--- src/rtl/tx_ser_pkg.sv ---
// Shared types and constants for the tx_serializer slice.
// The PARITY state exists only when TX_SERIALIZER_PARITY_EN is defined.
package tx_ser_pkg;

  localparam logic START_BIT = 1'b1;
  localparam logic STOP_BIT  = 1'b0;

  typedef enum logic [2:0] {
    IDLE,
    START,
    DATA,
    STOP
`ifdef TX_SERIALIZER_PARITY_EN
    , PARITY
`endif
  } state_e;

endpackage

--- src/rtl/tx_bit_counter.sv ---
// Data-bit counter for the serializer: counts 0..DATA_WIDTH-1.
// load clears, en advances, tc_o flags the last data bit.
module tx_bit_counter #(
  parameter int DATA_WIDTH = 8
) (
  input  logic clk,
  input  logic rst_n,
  input  logic load_i,
  input  logic en_i,
  output logic tc_o
);

  localparam int CW = (DATA_WIDTH > 1) ? $clog2(DATA_WIDTH) : 1;

  logic [CW-1:0] cnt_q;
  logic [CW-1:0] cnt_d;

  // Next count: load has priority over advance.
  always_comb begin
    cnt_d = cnt_q;
    if (load_i) begin
      cnt_d = '0;
    end else if (en_i) begin
      cnt_d = cnt_q + CW'(1);
    end
  end

  // Count register with synchronous active-low clear.
  always_ff @(posedge clk) begin
    if (!rst_n) begin
      cnt_q <= '0;
    end else begin
      cnt_q <= cnt_d;
    end
  end

  assign tc_o = (cnt_q == CW'(DATA_WIDTH - 1));

endmodule

--- src/rtl/tx_serializer.sv ---
// Parallel-to-serial frame transmitter: START, DATA (LSB first), STOP.
// Define TX_SERIALIZER_PARITY_EN to add an even-parity bit after DATA.
module tx_serializer
  import tx_ser_pkg::*;
#(
  parameter int DATA_WIDTH = 8
) (
  input  logic                  clk,
  input  logic                  rst_n,
  input  logic [DATA_WIDTH-1:0] in_data,
  input  logic                  in_valid,
  output logic                  in_ready,
  output logic                  ser_data,
  output logic                  mod_en,
  output logic                  busy,
  output logic                  frame_done
);

  state_e                  state_q;
  state_e                  state_d;
  logic [DATA_WIDTH-1:0]   shift_q;
  logic [DATA_WIDTH-1:0]   shift_d;
  logic                    done_q;
  logic                    accept;
  logic                    tc;
  logic                    cnt_en;
`ifdef TX_SERIALIZER_PARITY_EN
  logic                    par_q;
  logic                    par_d;
`endif

  assign accept     = in_valid & in_ready;
  assign cnt_en     = (state_q == DATA);
  assign frame_done = done_q;

  tx_bit_counter #(
    .DATA_WIDTH (DATA_WIDTH)
  ) u_cnt (
    .clk    (clk),
    .rst_n  (rst_n),
    .load_i (accept),
    .en_i   (cnt_en),
    .tc_o   (tc)
  );

  // State register.
  always_ff @(posedge clk) begin
    if (!rst_n) begin
      state_q <= IDLE;
    end else begin
      state_q <= state_d;
    end
  end

  // Next-state logic.
  always_comb begin
    state_d = state_q;
    unique case (state_q)
      IDLE:  if (accept) state_d = START;
      START: state_d = DATA;
`ifdef TX_SERIALIZER_PARITY_EN
      DATA:   if (tc) state_d = PARITY;
      PARITY: state_d = STOP;
`else
      DATA:  if (tc) state_d = STOP;
`endif
      STOP:  state_d = accept ? START : IDLE;
      default: state_d = IDLE;
    endcase
  end

  // Moore outputs decoded from the current state.
  always_comb begin
    in_ready = 1'b0;
    ser_data = 1'b0;
    mod_en   = 1'b1;
    busy     = 1'b1;
    unique case (state_q)
      IDLE: begin
        in_ready = 1'b1;
        mod_en   = 1'b0;
        busy     = 1'b0;
      end
      START: ser_data = START_BIT;
      DATA:  ser_data = shift_q[0];
`ifdef TX_SERIALIZER_PARITY_EN
      PARITY: ser_data = par_q;
`endif
      STOP: begin
        in_ready = 1'b1;
        ser_data = STOP_BIT;
      end
      default: begin
        mod_en = 1'b0;
        busy   = 1'b0;
      end
    endcase
  end

  // Shift register: capture on accept, shift right while in DATA.
  always_comb begin
    shift_d = shift_q;
    if (accept) begin
      shift_d = in_data;
    end else if (state_q == DATA) begin
      shift_d = {1'b0, shift_q[DATA_WIDTH-1:1]};
    end
  end

`ifdef TX_SERIALIZER_PARITY_EN
  // Parity is latched with the word since shifting destroys it.
  always_comb begin
    par_d = par_q;
    if (accept) par_d = ^in_data;
  end
`endif

  // Datapath and frame_done registers.
  always_ff @(posedge clk) begin
    if (!rst_n) begin
      shift_q <= '0;
      done_q  <= 1'b0;
`ifdef TX_SERIALIZER_PARITY_EN
      par_q   <= 1'b0;
`endif
    end else begin
      shift_q <= shift_d;
      done_q  <= (state_q == STOP);
`ifdef TX_SERIALIZER_PARITY_EN
      par_q   <= par_d;
`endif
    end
  end

endmodule
--- config.mk ---
export PLATFORM = sky130hd
export DESIGN_NAME = tx_serializer
export DESIGN_NICKNAME = d
export VERILOG_FILES = /design/src/rtl/tx_ser_pkg.sv /design/src/rtl/tx_bit_counter.sv /design/src/rtl/tx_serializer.sv
export SDC_FILE = /design/constraint.sdc
export NUM_CORES = 1
export LEC_CHECK = 0
export ABC_CLOCK_PERIOD_IN_PS = 4500
export CAP_MARGIN = 30
export CORE_MARGIN = 2
export CORE_UTILIZATION = 52
export DETAILED_ROUTE_END_ITERATION = 10
export PLACE_DENSITY = 0.79
export SYNTH_ARGS = -nofsm -noshare
export SYNTH_HDL_FRONTEND = slang
export SYNTH_SLANG_ARGS = --single-unit
--- constraint.sdc ---
create_clock -name clk -period 4.5 [get_ports clk]
set_input_delay 0.9 -clock clk [delete_from_list [all_inputs] [get_ports clk]]
set_output_delay 0.9 -clock clk [all_outputs]
set_load 0.02 [all_outputs]
==> impl_metrics.toml <==
[run_status]
outcome = "complete, no violations"

[clocking]
cts_tree = "yes"
insertion_delay_ns = 0.28
cts_buffer_depth = 2
cts_resized = 0
numClockSinks = 14
htreeDepth = 1
cts.reportedPaths.clkPinSlew_ns = 0.08
cts_buffers = 3
cts-root-buf = "clkbuf_4"
cts_hold_buf = 0
cts_setup_buffers = 0

[sta]
maxSlewViolCount = 0
final.period_utilization_pct = 67.0
finalSetupTns_ns = 0
grt_setup_unrepaired = "no"
fin_skew_ns = 0.00192
hold_viol = 0
slew_headroom_pct = 59.0
timing.final.crit_period_ns = 3.01
tightestPinTransition_ns = 0.614
setup_viol = 0
fmax_ghz = 0.332

[layout]
final_util_pct = 67.8
syn2layout_area_growth_pct = 19.7
fillers = 109
multi_input_area_um2 = 414
layout.nets = 113
drive_gt1_share_pct = 4.35
antenna-diode-count = 0
seqCellArea_um2 = 280

[worst_setup_path]
crit_family = "buffers and inverters"
reg2reg_to = "state_q[0]"
worstSetupStartpoint = "state_q[0]"
path_class = "register to primary output"
cp_num_buf_inv = 2
crit_fanout = 10
ff2ff_setup_slack_ns = 2.55
rr_worst_depth = 5
worst_path_largest_cell_delay_ns = 0.60
worst_path_max_delay_cell = "clkdlybuf4s50_1"
crit_cells = 5
worstPathArrival_ns = 2.11
required_ns = 3.60
start_kind = "register"
regToRegStartpoint = "state_q[1]"
end_kind = "primary output"
path_cells = "inv_1 > ha_1 > a21oi_1 > nor2_1 > clkdlybuf4s50_1"

[global_routing]
grt_pass1_wl_mm = 2.19
grt.total_usage_pct = 15.9
overflow = 0
grt_pass1_vias = 539
grt_max_degree = 18
antenna_found_initial = 0

[hold_path]
hp-start = "u_cnt.cnt_q[1]"
hold_end = "u_cnt.cnt_q[1]"
min_path_type = "register to register"
whs_path_depth = 2

[routing]
vias = 574
finalWirelength_mm = 1.26
ant_nets = 0
route.detailed.drc = 0
drt_pass1_iterations = 3
drt_iter0_markers = 15
routedWlPerCell_um = 11.7
via_per_inst = 5.36

[placed_design]
portBuffers = 15
gp_congestion = 0.853
dp_hpwl_um = 917

[floorplan]
fp.coreArea_um2 = 1330
rows = 13
die_y_um = 42.1
initial_core_util_pct = 56.7
die_w_um = 42.1
io-pin-count = 16
die_area_um2 = 1770

[power]
clock_power_share_pct = 14.3
p_leak_uw = 0.000358
p_comb_share_pct = 49.2
seqPwrFrac_pct = 36.4
ir_worst_vdd_v = 0.000234
power.switching_uw = 182
p_int_uw = 297
powerDensity_nw_per_um2 = 530
netSwitchingFraction_pct = 38.0

[job]
maxCapViolCount = 0

[synthesis]
synth.distinct_cells = 23
synth_fp_nets = 98
seq_area_frac_synth_pct = 37.1
syn_area_um2 = 756
ys_ff_latch = 14
synth_cells = 79
syn-mean-instance-area_um2 = 9.57
synth_warnings = 0
[routing by layer]
layer  vias to the layer above  global-route usage [%]  share of wire, %
li1                        296                       -                 -
met1                       261                    19.0                51
met2                        13                    25.6                43
met3                         4                    3.02               4.3
met4                         0                    10.6               1.4
met5                         -                       0                 0
[power groups by stage]
stage          Clock, uW  Combinational (uW)  Sequential, uW
2_1_floorplan          0                 185             172
3_3_place_gp           0                 231             175
3_5_place_dp           0                 235             177
4_1_cts             70.8                 237             174
5_1_grt             75.5                 263             177
6_report            68.8                 236             175
[cells in the final DEF (no fill, tap or decap), types with 2 or more instances in the layout]
| cell type | instances |
|---|---|
| a21oi_1 | 2 |
| inv_1 | 4 |
| mux2i_1 | 10 |
| nand2_1 | 3 |
| nor2_1 | 12 |
| clkbuf_4 | 3 |
| nor2b_1 | 3 |
| ha_1 | 8 |
| clkdlybuf4s50_1 | 15 |
| a211oi_1 | 7 |
| dfxtp_1 | 14 |
[how the worst max path moves through the flow]
stage                     to  slack (ns)
finish              ser_data        1.49
global route        ser_data        1.31
CTS                 ser_data        1.47
global placement    ser_data        1.86
floorplan           ser_data        2.41
detailed placement  ser_data        1.78
[per-stage QoR]
stage	std cells	area, um^2	setup slack (ns)	total power [uW]	hold slack (ns)
after global placement	104	882	1.86	406	0.484
after global routing	107	905	1.31	515	0.552
after floorplan	79	756	2.41	358	0.465
final	107	905	1.49	480	0.509
after detailed placement	104	882	1.78	412	0.496
after CTS	107	905	1.47	481	0.516
[registers in the layout, indices dropped and copies added (netlist names)]
| register | flops |
|---|---|
| shift_q | 8 |
| u_cnt.cnt_q | 3 |
| state_q | 2 |
| frame_done | 1 |
[synth_stat cells, drive strengths merged]
master	count	area, um^2
dfxtp	14	280
or3	1	6.26
buf	5	42.5
mux2i	10	100
a211oi	7	52.6
o21ai	1	5.00
clkinv	1	3.75
a31oi	1	6.26
a21oi	2	10.0
o31ai	1	7.51
nor2b	4	32.5
ha	8	100
nor2	12	45.0
a221oi	1	8.76
inv	4	15.0
nand2	3	11.3
xnor2	1	8.76
and2	1	6.26
nand2b	1	6.26
o21a	1	7.51
[cell type report]
cell class / instances / area share, %
Timing Repair Buffer: 15 / 16.6
Inverter: 5 / 2.07
Sequential cell: 14 / 31.0
Tap cell: 15 / 2.07
Multi-Input combinational cell: 55 / 45.8
Clock buffer: 3 / 2.49
[cell families (layout without fill, tap and decap cells)]
group | Yosys count | after routing | share of synthesized area (%)
flops | 14 | 14 | 37.1
buf+inv | 10 | 23 | 8.11
mux | 10 | 10 | 13.2
xor+xnor | 1 | 1 | 1.16
fa+ha+maj | 8 | 8 | 13.2
compound gates | 14 | 14 | 12.9
simple gates | 22 | 22 | 14.2
[worst register-to-register path, stage by stage, from the launching register on]
cell	delay [ns]
dfxtp_1	0.43
inv_1	0.12
ha_1	0.32
nand2b_1	0.43
a221oi_1	0.43
o21a_1	0.16
(Power assumes the default switching activity.)
